**config.mk**
```make
export PLATFORM = sky130hd
export DESIGN_NAME = scan_sequencer
export DESIGN_NICKNAME = d
export VERILOG_FILES = /design/src/rtl/scan_sequencer.sv
export SDC_FILE = /design/constraint.sdc
export NUM_CORES = 1
export LEC_CHECK = 0
export CELL_PAD_IN_SITES_DETAIL_PLACEMENT = 1
export CELL_PAD_IN_SITES_GLOBAL_PLACEMENT = 1
export CORE_MARGIN = 1
export CORE_UTILIZATION = 30
export DETAILED_ROUTE_END_ITERATION = 16
export PLACE_DENSITY = 0.84
export SETUP_SLACK_MARGIN = 0.2
export SLEW_MARGIN = 20
export SYNTH_ARGS = -nofsm -noshare
export SYNTH_HDL_FRONTEND = slang
export SYNTH_SLANG_ARGS = --single-unit
```
**constraint.sdc**
```tcl
create_clock -name clk_i -period 5.25 [get_ports clk_i]
set_clock_uncertainty 0.2 [all_clocks]
set_input_delay 1.05 -clock clk_i [delete_from_list [all_inputs] [get_ports clk_i]]
set_output_delay 1.05 -clock clk_i [all_outputs]
set_load 0.1 [all_outputs]
```
**src/rtl/scan_sequencer.sv**
```systemverilog
// scan_sequencer
// Walks through the channels of a scan frame. A priority encoder
// (priority_fsm) holds the set of channels still to be scanned. This block
// arms it with the frame mask and presents each remaining channel to a
// downstream coder through a valid/ready handshake. It then dumps the channel
// from the encoder and repeats until the encoder reports that it is empty.
//
// Configuration macro: SCAN_TIMEOUT_EN
//   If this macro is defined, a channel that waits TIMEOUT_CYC cycles without
//   ready is skipped and the sticky err_o flag sets.
//   If it is undefined, PRESENT waits indefinitely and err_o is tied low.
//
// Parameters
//   TIMEOUT_CYC  maximum cycles ch_valid_o waits for ch_ready_i (timeout build only)
//   CNT_W        width of frame_cnt_o
//
// Ports
//   clk_i, rst_i        clock, asynchronous active-high reset
//   start_i             request to begin a frame (accepted only in IDLE)
//   abort_i             return to IDLE from any active state
//   ch_mask_i[15:0]     channels to scan, captured when start_i is accepted
//   fsm_ch_sel_o[15:0]  captured mask, fed to priority_fsm ch_sel_i
//   fsm_arm_o           load pulse to priority_fsm
//   fsm_dump_o          remove-current-channel pulse to priority_fsm
//   fsm_ch_sel_i[15:0]  one-hot current channel from priority_fsm
//   fsm_zero_i          priority_fsm has no channels left
//   ch_valid_o          ch_idx_o is being offered downstream
//   ch_idx_o[3:0]       binary index of the offered channel
//   ch_ready_i          downstream accepts ch_idx_o
//   busy_o              frame in progress
//   frame_done_o        pulse at normal frame completion
//   frame_cnt_o         completed frame count (wraps)
//   err_o               sticky timeout flag
module scan_sequencer #(
  parameter int TIMEOUT_CYC = 255,
  parameter int CNT_W       = 8
) (
  input  logic             clk_i,
  input  logic             rst_i,
  input  logic             start_i,
  input  logic             abort_i,
  input  logic [15:0]      ch_mask_i,
  output logic [15:0]      fsm_ch_sel_o,
  output logic             fsm_arm_o,
  output logic             fsm_dump_o,
  input  logic [15:0]      fsm_ch_sel_i,
  input  logic             fsm_zero_i,
  output logic             ch_valid_o,
  output logic [3:0]       ch_idx_o,
  input  logic             ch_ready_i,
  output logic             busy_o,
  output logic             frame_done_o,
  output logic [CNT_W-1:0] frame_cnt_o,
  output logic             err_o
);

  typedef enum logic [2:0] {
    IDLE,
    ARM,
    SETTLE,
    PRESENT,
    DUMP,
    CHECK,
    DONE
  } state_t;

  state_t     state;
  state_t     next_state;
  logic [3:0] low_idx;
  logic       timeout;
  logic       accept_start;

  if (TIMEOUT_CYC < 1) begin : g_bad_timeout
    $error("scan_sequencer: TIMEOUT_CYC must be at least 1");
  end

  assign accept_start = (state == IDLE) && start_i && !abort_i;

  // Lowest set bit of the encoder's one-hot output. The scan goes from high
  // to low so that the lowest set bit is the last value written.
  always_comb begin
    low_idx = '0;
    for (int i = 15; i >= 0; i--) begin
      if (fsm_ch_sel_i[i]) begin
        low_idx = 4'(i);
      end
    end
  end

`ifdef SCAN_TIMEOUT_EN
  localparam int TMO_W = (TIMEOUT_CYC > 1) ? $clog2(TIMEOUT_CYC) : 1;

  logic [TMO_W-1:0] tmo_cnt;

  // Counts the cycles in PRESENT that pass without ready. The count restarts
  // each time the FSM enters PRESENT, so each channel gets a full window.
  always_ff @(posedge clk_i or posedge rst_i) begin
    if (rst_i) begin
      tmo_cnt <= '0;
    end else if (state != PRESENT) begin
      tmo_cnt <= '0;
    end else if (!ch_ready_i) begin
      tmo_cnt <= tmo_cnt + 1'b1;
    end
  end

  assign timeout = (state == PRESENT) && !ch_ready_i &&
                   (tmo_cnt == TMO_W'(TIMEOUT_CYC - 1));

  // Abort wins over a timeout that happens in the same cycle, so the error
  // flag only records timeouts that actually skipped a channel.
  always_ff @(posedge clk_i or posedge rst_i) begin
    if (rst_i) begin
      err_o <= 1'b0;
    end else if (timeout && !abort_i) begin
      err_o <= 1'b1;
    end
  end
`else
  assign timeout = 1'b0;
  assign err_o   = 1'b0;
`endif

  always_ff @(posedge clk_i or posedge rst_i) begin
    if (rst_i) begin
      state <= IDLE;
    end else begin
      state <= next_state;
    end
  end

  // SETTLE and CHECK each give priority_fsm one cycle to update after an arm
  // or dump pulse, before zero_o is trusted. Abort takes priority over every
  // other transition, including a handshake in the same cycle.
  always_comb begin
    next_state = state;
    case (state)
      IDLE:    if (accept_start) next_state = ARM;
      ARM:     next_state = SETTLE;
      SETTLE:  next_state = fsm_zero_i ? DONE : PRESENT;
      PRESENT: if (ch_ready_i || timeout) next_state = DUMP;
      DUMP:    next_state = CHECK;
      CHECK:   next_state = fsm_zero_i ? DONE : PRESENT;
      DONE:    next_state = IDLE;
      default: next_state = IDLE;
    endcase
    if (abort_i && (state != IDLE)) begin
      next_state = IDLE;
    end
  end

  assign fsm_arm_o    = (state == ARM);
  assign fsm_dump_o   = (state == DUMP);
  assign ch_valid_o   = (state == PRESENT);
  assign busy_o       = (state != IDLE);
  assign frame_done_o = (state == DONE);

  // The channel index is captured on entry to PRESENT. This keeps it constant
  // for the whole handshake, even if the encoder inputs move.
  always_ff @(posedge clk_i or posedge rst_i) begin
    if (rst_i) begin
      fsm_ch_sel_o <= '0;
      ch_idx_o     <= '0;
      frame_cnt_o  <= '0;
    end else begin
      if (accept_start) begin
        fsm_ch_sel_o <= ch_mask_i;
      end
      if ((next_state == PRESENT) && (state != PRESENT)) begin
        ch_idx_o <= low_idx;
      end
      if ((state == DONE) && !abort_i) begin
        frame_cnt_o <= frame_cnt_o + 1'b1;
      end
    end
  end

endmodule
```
**Word-level counts from Yosys, hierarchy flattened**

Index checks and enable logic that the tools add are counted.

- Logic and storage cells: 43
- Output and inout port bits: 34
- Register bits after elaboration: 31
- Input bits: 38

- Equal/unequal tests: 8
- Add/sub/neg operators: 1
- Reduce and logical (&&, ||, !) cells: 9
- Multiplexer cells: 21

Operator list:

| cell | count |
|---|---|
| 4-bit 2-to-1 mux | 16 |
| 3-bit case mux with 5 select lines | 1 |
| 3-bit 2-to-1 mux | 4 |
| 3-bit by 2-bit == test with 1-bit output (second input constant) | 3 |
| 3-bit == test (second input constant) | 3 |
| 8-bit by 1-bit adder with 8-bit output (second input constant) | 1 |
| 1-bit logical AND | 5 |
| 3-bit by 1-bit == test with 1-bit output (second input constant) | 1 |
| 3-bit logical NOT | 1 |
| 3-bit by 2-bit != test with 1-bit output (second input constant) | 1 |
| 3-bit nonzero test | 1 |
| 2-bit OR reduction | 1 |
| 1-bit logical NOT | 1 |

**Logic depth before layout (Yosys ltp)**

Gate-level depths: netlist of the first run.

- Depth in word-level cells: 16
- Depth in mapped cells: 6
- Depth with buffers taken out: 5

**Worst setup path after synthesis of the first run**

No wires, ideal clock.

- Path kind: register to output
- Start point: reg state[0]
- End point: out fsm_dump_o
- Setup slack: 1.242 ns
- Stages on the path, launching flop included: 3
- Arrival: 2.758 ns
- Path buffers: 1
- Data required time: 4.000 ns
- Cell sequence: dfrtp_1 buf_4 nor3b_1

- Word-level cells in the longest chain between the ends: 1

RTL lines:

| element | RTL line | text |
|---|---|---|
| start: declaration | 67 | `state_t state;` |
| start signal: assignment | 128 | `state <= next_state;` |
| 3-bit == test | 153 | `assign fsm_dump_o = (state == DUMP);` |
| end: declaration | 45 | `output logic fsm_dump_o,` |

No other way between the ends.

**Worst setup path in the final report of the first run**

- Start point: reg state[1]
- End point: out ch_valid_o

- Word-level cells in the longest chain between the ends: 1

RTL lines:

| element | RTL line | text |
|---|---|---|
| 3-bit by 2-bit == test with 1-bit output | 154 | `assign ch_valid_o = (state == PRESENT);` |
| end: declaration | 48 | `output logic ch_valid_o,` |

No other way between the ends.

==> results of run 1 <==
## state kept, by name, indices dropped and copies added, names as in the netlist
signal        flops
ch_idx_o          4
fsm_ch_sel_o     16
frame_cnt_o       8
state             3
## cell usage after synthesis (2+ instances only)
cell type | instances | area [um^2]
a21oi_1 | 8 | 40.0
o31a_1 | 2 | 17.5
xnor2_1 | 5 | 43.8
nand3_1 | 2 | 10.0
nor4_1 | 3 | 18.8
inv_1 | 5 | 18.8
xor2_1 | 2 | 17.5
nor2_1 | 10 | 37.5
buf_6 | 2 | 22.5
o22ai_1 | 2 | 12.5
nand2_1 | 5 | 18.8
dfrtp_1 | 31 | 776
nor3b_1 | 4 | 30.0
mux2_4 | 4 | 60.1
mux2_2 | 7 | 78.8
o21ai_0 | 2 | 10.0
mux2_1 | 10 | 113
nand4_1 | 2 | 12.5
buf_4 | 3 | 22.5
nand2b_1 | 2 | 12.5
## metal layers
layer  wire [um]  vias to the layer above
li1            -                      615
met1        1430                      602
met2        1990                       50
met3         294                        2
met4          39                        0
met5           0                        -
## critical path: cells and delay by family (launching register included)
kind                   cells  cell delay [ps]
buffers and inverters      1             1120
flip-flops                 1              570
AND/OR/NAND/NOR            2              450
## final cells by class
class | count | area [um^2]
Fill cell | 583 | 2630
Sequential cell | 31 | 776
Multi-Input combinational cell | 91 | 737
Timing Repair Buffer | 71 | 708
Tap cell | 70 | 87.6
Clock buffer | 6 | 82.6
Clock inverter | 2 | 35.0
Inverter | 5 | 18.8
## cells by family after synthesis
| family | after synthesis | share of synthesized area (%) |
|---|---|---|
| xor+xnor | 7 | 3.89 |
| flops | 31 | 49.2 |
| fa+ha+maj | 1 | 0.794 |
| simple gates | 42 | 17.5 |
| compound gates | 18 | 7.70 |
| mux | 22 | 16.6 |
| buf+inv | 10 | 4.05 |
| other cells | 1 | 0.238 |
## path summary, 6_finish.rpt
| path | startpoint | to | slack, ps | depth (start not counted) |
|---|---|---|---|---|
| worst max-delay path | state[1] | ch_valid_o | 1590 | 3 |
| max in group asynchronous | rst_i | fsm_ch_sel_o[11] | 3610 | 3 |
| worst min-delay path | fsm_ch_sel_o[5] | fsm_ch_sel_o[5] | 290 | 1 |
| worst max register to register | state[0] | fsm_ch_sel_o[13] | 3010 | 3 |
| worst min register to register | fsm_ch_sel_o[5] | fsm_ch_sel_o[5] | 290 | 1 |
| min in group asynchronous | rst_i | state[1] | 960 | 3 |
## stage by stage
stage	hold WS (ps)	cell area, um^2	cells
2_1_floorplan	463	1580	132
3_3_place_gp	261	2330	268
3_5_place_dp	275	2330	268
4_1_cts	290	2440	276
5_1_grt	304	2440	276
6_report	285	2440	276
## power by group through the flow
| stage | clock [mW] | combinational, mW | sequential, mW |
|---|---|---|---|
| after global routing | 0.251 | 0.668 | 0.334 |
| final | 0.233 | 0.644 | 0.327 |
| after floorplan | 0 | 0.124 | 0.692 |
| after global placement | 0 | 0.642 | 0.327 |
| after detailed placement | 0 | 0.649 | 0.331 |
| after CTS | 0.243 | 0.649 | 0.328 |
==> summary.txt, run 1 <==
Route
  – Post-DR vias/cell: 4.60
  – WL/cell: about 14 um
  – DRC violations left: 0
  – DRT iter0 DRCs: 35
  – DR vias: roughly 1,300
  – Post-route ant nets: 0
  – WL final: ~3800 um
  – Pre-antenna DRT Iters: 3

Final layout
  – Fin nets: roughly 240
  – Utilization after layout: between 40% and 50%
  – Synth-to-Final Area Change: 55.1%
  – Ant diodes: 0
  – Most frequent cells in the layout: clkdlybuf4s50_1, dfrtp_1, nor2_1, mux2_1, a21oi_1
  – Ratio of cells with drive above 1 in the final layout: 15.0%
  – Most common cell after layout, fill and taps aside: clkdlybuf4s50_1

Logic synthesis
  – Post-synthesis cell count: around 130
  – Async SR Flop Fraction: between 90% and 100%
  – Synth Area per Inst: 11.9 um^2
  – Ys flop type: dfrtp_1
  – EDFF count, synth: 0
  – Synthesized flop and latch total: 31
  – Sequential area share after synthesis: between 40% and 50%
  – Mapped Area: approximately 1600 um^2
  – Synth cell types: 41
  – Synthesis warning total: 0
  – Syn Nets: 171

Global route
  – Vias in the first global route: 1,360
  – Initial antenna violation count: 0
  – Grt ovf: 0
  – Met1 usage: 14.8%
  – First-pass GRT wire length: just over 6000 um
  – Top Usage Layer GRT: met2
  – Grt met3 use: between 4 and 5%
  – Pin count of the biggest net entering global routing: 32
  – GRT met2 Usage: ~28%
  – Total track usage: around 14%

Power and ir drop
  – Switching power: about 0.59 mW
  – Pleak: between 1 and 1.5 nW
  – Internal: a little over 0.6 mW
  – IR Drop Worst-Case VDD: approximately 0.21 mV
  – Reg power frac: between 20% and 30%
  – Sw Share: about 49%
  – Pwr Total: between 1 and 1.5 mW
  – Combinational share of power: between 50% and 60%
  – Pwr dens: just under 500 nW/um^2
  – Part of the power in the clock network: 19.4%

Floorplanning
  – Die W: approximately 74 um
  – Io pins: 72
  – Die area: ~5500 um^2
  – CORE AREA: around 5100 um^2
  – # rows: 26
  – Die height: roughly 74 um
  – Initial Utilization: 31.1%

Placement
  – GP Congestion: about 0.70
  – Hpwl dp: roughly 3000 um
  – Pre-CTS WS: 1870 ps
  – Number of buffers added on ports: 70

CTS
  – Worst-Skew Late Latency: between 200 and 300 ps
  – Root Buffer: clkbuf_8
  – Clock transition at path regs: roughly 60 ps
  – H-tree Lvls: 2
  – CTS Buf Count: 5
  – Sink Count: 31
  – Hold_buf cts: 0
  – Longest Clk Path Bufs: 2
  – CTS tree: built
  – Post-CTS Repair Setup Buffers: 0
  – PostCTS Resize Cnt: 0

Setup path
  – Crit Path Max Fanout: 13
  – Critical path arrival: 2410 ps
  – CP startpoint kind: register
  – Slowest CP cell: clkdlybuf4s50_1
  – Crit path cell chain: nor2b_1 > and2_1 > clkdlybuf4s50_1
  – Largest stage delay, worst path: between 1000 and 1500 ps
  – Crit path required time: ~4000 ps
  – Crit Path Class: reg -> out
  – CP endpoint kind: output port

STA
  – Relative slew slack: between 30 and 40%
  – Worst-Margin Slew: 987 ps
  – Fin Setup TNS: 0 ps
  – Final hold viol count: 0
  – Fmax: 273 MHz
  – Final worst slack: between 1500 and 2000 ps
  – RSZ-0062 raised after global routing: no
  – Slew Viols, Final: 0
  – Final Cycle Share: a little over two thirds
  – Crit path time final: roughly 3700 ps
  – Final setup viols: 0

Run
  – Max_cap viols: 0

Worst hold path
  – Hold Path Class: reg -> reg

Outcome
  – Outcome: finished clean
Note: power is estimated with default switching activity, not from simulation.
==> inputs of run 2 (changes only) <==
clock period = 3.6 ns   (was 5.25 ns; I/O delays follow)
==> run 2 against run 1 <==
Critical path depth is 2 lower. Combinational power is 44% higher. Setup slack worse by 690 ps. Register-to-register slack worse by 1400 ps. Wire length is 1.3% higher. First-iteration DRC count is 37% higher. Non-clock buffer count is 1 higher. Worst hold slack worse by 10 ps. Utilization is 0.64 points lower. Power is 47% higher. Die area stayed put. Critical path type unchanged. Largest cell class unchanged.
==> summary.txt, run 2 (same netlist as run 1, synthesis figures left out) <==
Outcome
  – Outcome: finished clean (unchanged)

Setup path
  – CP startpoint kind: register (unchanged)
  – Slowest CP cell: clkdlybuf4s50_1 (unchanged)
  – FF-to-FF End: ch_idx_o[0] (was fsm_ch_sel_o[13])
  – Crit path required time: 2680 ps (was 4000 ps)
  – Crit path cell chain: clkdlybuf4s50_1 (was nor2b_1 > and2_1 > clkdlybuf4s50_1)
  – Worst setup path start: fsm_ch_sel_o[6] (was state[1])
  – Crit Path Class: reg -> out (unchanged)
  – Worst reg2reg path depth: 5 (was 3)
  – Critical path arrival: 1780 ps (was 2410 ps)
  – Largest stage delay, worst path: 1130 ps (was 1120 ps)
  – R2R setup slack: 1610 ps (was 3010 ps)
  – Worst r2r src: state[1] (was state[0])
  – Crit Path Max Fanout: 2 (was 13)
  – CP endpoint kind: output port (unchanged)
  – Delay-heaviest family, CP: buffers and inverters (unchanged)
  – Crit path buf inv count: 1 (unchanged)

Route
  – Wire length on met3: 330 um (was 294 um)
  – WL final: 3800 um (was 3750 um)
  – DRT iter0 DRCs: 48 (was 35)
  – Post-DR vias/cell: 4.74 (was 4.60)
  – DR vias: 1,314 (was 1,269)
  – WL/cell: 13.7 um (was 13.6 um)
  – Post-route ant nets: 0 (unchanged)
  – Max Used Layer: met4 (unchanged)
  – Routed length on met1: 1470 um (was 1430 um)
  – Metal2 WL: 1910 um (was 1990 um)
  – DRC violations left: 0 (unchanged)
  – Pre-antenna DRT Iters: 3 (unchanged)

Final layout
  – Max reg flops: 16 (unchanged)
  – Top reg by flops: fsm_ch_sel_o (unchanged)
  – Most common cell after layout, fill and taps aside: clkdlybuf4s50_1 (unchanged)
  – Filler Cells Inserted: 572 (was 583)
  – Utilization after layout: 47.5% (was 48.2%)
  – Fin nets: 245 (was 244)
  – Most frequent cells in the layout: clkdlybuf4s50_1, dfrtp_1, buf_4 (was clkdlybuf4s50_1, dfrtp_1, nor2_1, mux2_1, a21oi_1)
  – Largest regs: fsm_ch_sel_o: 16 flops, frame_cnt_o: 8 flops, ch_idx_o: 4 flops (unchanged)
  – Ant diodes: 0 (unchanged)
  – Synth-to-Final Area Change: 53.0% (was 55.1%)
  – Post-route cell area: 2410 um^2 (was 2440 um^2)
  – Non-Filler Instances: 277 (was 276)
  – Ratio of cells with drive above 1 in the final layout: 26.1% (was 15.0%)

Power and ir drop
  – IR Drop Worst-Case VDD: 0.290 mV (was 0.207 mV)
  – Pwr dens: 732 nW/um^2 (was 493 nW/um^2)
  – Pwr Total: 1.77 mW (was 1.20 mW)
  – Pleak: 1.05 nW (was 1.01 nW)

STA
  – Final setup viols: 0 (unchanged)
  – RSZ-0062 raised after global routing: no (unchanged)
  – Fin Hold WS: 275 ps (was 285 ps)
  – Final hold viol count: 0 (unchanged)
  – Crit path time final: 2700 ps
  – Slew Viols, Final: 0 (unchanged)
  – Fmax: between 300 and 400 MHz
  – Fin Setup TNS: 0 ps (unchanged)
  – Worst-Margin Slew: 977 ps (was 987 ps)
  – Relative slew slack: 34.6% (was 33.7%)
  – Final Cycle Share: between 70% and 80%
  – Final worst slack: 901 ps (was 1590 ps)

CTS
  – CTS tree: built (unchanged)
  – Worst-Skew Late Latency: 280 ps (was 270 ps)
  – H-tree Lvls: 2 (unchanged)
  – Hold_buf cts: 0 (unchanged)
  – Longest Clk Path Bufs: 2 (unchanged)
  – CTS Buf Count: 5 (unchanged)
  – Root Buffer: clkbuf_8 (unchanged)
  – Post-CTS Repair Setup Buffers: 0 (unchanged)
  – Sink Count: 31 (unchanged)
  – PostCTS Resize Cnt: 0 (unchanged)
  – Clock transition at path regs: 70 ps (was 60 ps)

Global route
  – Vias in the first global route: 1,358 (was 1,360)
  – Initial antenna violation count: 0 (unchanged)
  – Grt ovf: 0 (unchanged)
  – Total track usage: 15.0% (was 14.4%)
  – First-pass GRT wire length: 6180 um (was 6110 um)
  – Pin count of the biggest net entering global routing: 32 (unchanged)

Placement
  – GP Congestion: 0.729 (was 0.705)
  – Placed insts: 269 (was 268)
  – Pre-CTS WS: 1030 ps (was 1870 ps)
  – Hpwl dp: 2890 um (was 2990 um)
  – Placed cell areas: 2290 um^2 (was 2330 um^2)
  – Number of buffers added on ports: 70 (unchanged)

Worst hold path
  – Worst Hold Depth: 1 (unchanged)
  – Hold Path End: frame_cnt_o[7] (was fsm_ch_sel_o[5])
  – Hold Path Class: reg -> reg (unchanged)
  – Hold_sp: frame_cnt_o[7] (was fsm_ch_sel_o[5])

Floorplanning
  – # rows: 26 (unchanged)
  – CORE AREA: 5070 um^2 (unchanged)
  – Io pins: 72 (unchanged)
  – Die area: 5550 um^2 (unchanged)
  – Die height: 74.5 um (unchanged)
  – Die W: 74.5 um (unchanged)
  – Initial Utilization: 31.1% (unchanged)

Run
  – Max_cap viols: 0 (unchanged)
[run 2: cell types whose count changed in the layout (fill, tap and decap cells not counted)]
cell             delta
clkdlybuf4s50_1    -20
buf_4              +21
nor3b_2             +2
nor3b_1             -2
[run 2: power breakdown]
group / switching [mW] / total, mW / leakage (nW) / internal (mW)
clock network: 0.133 / 0.357 / 0.0612 / 0.224
logic: 0.696 / 0.930 / 0.601 / 0.234
registers: 0.0548 / 0.479 / 0.392 / 0.425
total: 0.884 / 1.77 / 1.05 / 0.883
[run 2: layer usage]
layer  GRT usage (%)  vias to the layer above
li1                -                      621
met5               0                        -
met4            8.18                        0
met2            25.9                       56
met1            16.8                      629
met3            4.07                        8
[run 2: worst max path at each step]
stage	end	slack, ps	cells past startpoint
floorplan	fsm_dump_o	910	2
global placement	frame_cnt_o[7]	1050	6
detailed placement	frame_cnt_o[7]	1030	6
CTS	fsm_ch_sel_o[6]	880	1
global route	fsm_ch_sel_o[6]	850	1
finish	fsm_ch_sel_o[6]	900	1
[run 2: layout make-up]
type	count	area (um^2)	area share [%]
clock buffer	6	82.6	3.42
clock inverter	2	35.0	1.45
inverter	5	18.8	0.778
multi-input combinational	91	747	31.0
sequential	31	776	32.2
tap	70	87.6	3.63
timing repair buffer	72	666	27.6
==> inputs of run 3 (changes only) <==
CORE_UTILIZATION = 28   (was 30)
PLACE_DENSITY = 0.83   (was 0.84)
clock period = 2.3 ns   (was 3.6 ns; I/O delays follow)
==> run 3 against run 2 <==
Sequential share of layout area shrank 1.3 points. Die area is 6.9% higher. Utilization increased by 0.38 points. Sequential cell count stayed put. Power grew 50%. Setup slack worse by 650 ps. Non-clock buffer count grew 11. Cell area up 4.7%. Cell count grew 3.6%. Register-to-register slack got worse by 1200 ps. First-iteration DRC count decreased by 63%. Clock power grew 13%.
==> summary.txt, run 3 (same netlist as run 1, synthesis figures left out) <==
Setup path
  – Critical path arrival: 1390 ps (was 1780 ps)
  – Crit path cell chain: or3_2 > buf_12 (was clkdlybuf4s50_1)
  – CP endpoint kind: output port (unchanged)
  – FF-to-FF End: ch_idx_o[1] (was ch_idx_o[0])
  – R2R setup slack: 400 ps (was 1610 ps)
  – CP startpoint kind: register (unchanged)
  – Crit Path Class: reg -> out (unchanged)
  – Worst reg2reg path depth: 6 (was 5)
  – Crit path buf inv count: 1 (unchanged)
  – Worst r2r src: state[0] (was state[1])
  – Largest stage delay, worst path: 510 ps (was 1130 ps)
  – Crit Path Max Fanout: 5 (was 2)
  – Delay-heaviest family, CP: simple AND/OR/NAND/NOR gates (was buffers and inverters)
  – Crit path required time: 1640 ps (was 2680 ps)
  – Slowest CP cell: or3_2 (was clkdlybuf4s50_1)

CTS
  – CTS tree: built (unchanged)
  – Root Buffer: clkbuf_8 (unchanged)
  – Sink Count: 31 (unchanged)
  – H-tree Lvls: 2 (unchanged)
  – Hold_buf cts: 0 (unchanged)
  – CTS Buf Count: 5 (unchanged)
  – Clock transition at path regs: 60 ps (was 70 ps)
  – Worst-Skew Late Latency: 260 ps (was 280 ps)
  – Longest Clk Path Bufs: 2 (unchanged)

Route
  – Post-DR vias/cell: 4.65 (was 4.74)
  – Post-route ant nets: 0 (unchanged)
  – DR vias: 1,334 (was 1,314)
  – Pre-antenna DRT Iters: 3 (unchanged)
  – DRT iter0 DRCs: 18 (was 48)
  – WL final: 3830 um (was 3800 um)
  – DRC violations left: 0 (unchanged)
  – WL/cell: 13.4 um (was 13.7 um)

Final layout
  – Register area: 779 um^2 (was 776 um^2)
  – Post-route cell area: 2520 um^2 (was 2410 um^2)
  – Area of the multi-input gates: 761 um^2 (was 747 um^2)
  – Top reg by flops: fsm_ch_sel_o (unchanged)
  – Largest regs: fsm_ch_sel_o: 16 flops, frame_cnt_o: 8 flops, ch_idx_o: 4 flops (unchanged)
  – Utilization after layout: 47.9% (was 47.5%)
  – Most common cell after layout, fill and taps aside: buf_4 (was clkdlybuf4s50_1)
  – Fin nets: 256 (was 245)
  – Ratio of cells with drive above 1 in the final layout: 37.3% (was 26.1%)
  – Most frequent cells in the layout: buf_4, clkdlybuf4s50_1, dfrtp_1 (was clkdlybuf4s50_1, dfrtp_1, buf_4)
  – Filler Cells Inserted: 583 (was 572)
  – Non-Filler Instances: 287 (was 277)
  – Synth-to-Final Area Change: 60.2% (was 53.0%)
  – Ant diodes: 0 (unchanged)
  – Max reg flops: 16 (unchanged)

Global route
  – Grt ovf: 0 (unchanged)
  – Pin count of the biggest net entering global routing: 32 (unchanged)
  – Total track usage: 13.9% (was 15.0%)
  – Met1 usage: 17.1% (was 16.8%)
  – GRT met2 Usage: 22.9% (was 25.9%)
  – Top Usage Layer GRT: met2 (unchanged)
  – Grt met3 use: 4.40% (was 4.07%)
  – Vias in the first global route: 1,368 (was 1,358)
  – Initial antenna violation count: 0 (unchanged)
  – First-pass GRT wire length: 6500 um (was 6180 um)

STA
  – Crit path time final: 2050 ps
  – Fmax: between 400 and 500 MHz
  – Final Cycle Share: ~90%
  – RSZ-0062 raised after global routing: no (unchanged)
  – Fin Setup TNS: 0 ps (unchanged)
  – Slew Viols, Final: 0 (unchanged)
  – Final hold viol count: 0 (unchanged)
  – Final setup viols: 0 (unchanged)

Worst hold path
  – Hold_sp: fsm_ch_sel_o[8] (was frame_cnt_o[7])
  – Hold Path Class: reg -> reg (unchanged)
  – Worst Hold Depth: 1 (unchanged)
  – Hold Path End: fsm_ch_sel_o[8] (was frame_cnt_o[7])

Power and ir drop
  – Pleak: 1.12 nW (was 1.05 nW)
  – IR Drop Worst-Case VDD: 0.690 mV (was 0.290 mV)
  – Pwr dens: 1050 nW/um^2 (was 732 nW/um^2)

Placement
  – Placed cell areas: 2370 um^2 (was 2290 um^2)
  – GP Congestion: 0.726 (was 0.729)
  – Number of buffers added on ports: 70 (unchanged)
  – Placed insts: 272 (was 269)
  – Hpwl dp: 2880 um (was 2890 um)

Floorplanning
  – Die height: 77.0 um (was 74.5 um)
  – Initial Utilization: 29.9% (was 31.1%)
  – Die area: 5930 um^2 (was 5550 um^2)
  – Die W: 77.0 um (was 74.5 um)
  – # rows: 26 (unchanged)
  – Io pins: 72 (unchanged)
  – CORE AREA: 5270 um^2 (was 5070 um^2)

Run
  – Max_cap viols: 0 (unchanged)

Outcome
  – Outcome: finished clean (unchanged)
run 3: how the worst max path moves through the flow:
stage / start / endpoint / slack (ps) / cells past startpoint
2_1_floorplan: state[0] / fsm_arm_o / 250 / 2
3_3_place_gp: fsm_zero_i / ch_idx_o[0] / 80 / 6
3_5_place_dp: fsm_ch_sel_i[8] / ch_idx_o[3] / 40 / 5
4_1_cts: state[2] / busy_o / 150 / 2
5_1_grt: state[2] / busy_o / 210 / 2
6_report: state[2] / busy_o / 250 / 2
run 3: cell type report:
| type | count | share of cell area (%) |
|---|---|---|
| sequential | 31 | 30.9 |
| clock buffer | 6 | 3.27 |
| tap | 70 | 3.47 |
| inverter | 5 | 0.743 |
| clock inverter | 1 | 0.198 |
| multi-input combinational | 91 | 30.1 |
| timing repair buffer | 83 | 31.3 |
run 3: layer usage:
metal / vias up / part of all wire (%)
met5: - / 0
met4: 0 / 1.6
met3: 4 / 7.1
met2: 53 / 50
met1: 640 / 41
li1: 637 / -
run 3: power by group:
part / total (mW) / leakage (nW) / internal, mW / switching, mW
Combinational: 1.51 / 0.689 / 0.392 / 1.11
Sequential: 0.744 / 0.388 / 0.667 / 0.0773
Clock: 0.404 / 0.0470 / 0.234 / 0.170
Total: 2.66 / 1.12 / 1.29 / 1.36
run 3: per-stage QoR:
stage                     hold slack [ps]  power (mW)  setup slack (ps)
after CTS                             296        2.66               150
after global placement                258        2.22              78.9
final                                 289        2.66               251
after detailed placement              275        2.24              43.9
after floorplan                       326        1.87               248
after global routing                  317        2.78               209
run 3: what timing repair did:
action / 4_1_cts / 5_1_grt
setup buffers: 0 / 8
resized for setup: 3 / 0
endpoints found under the setup margin: 4 / 3
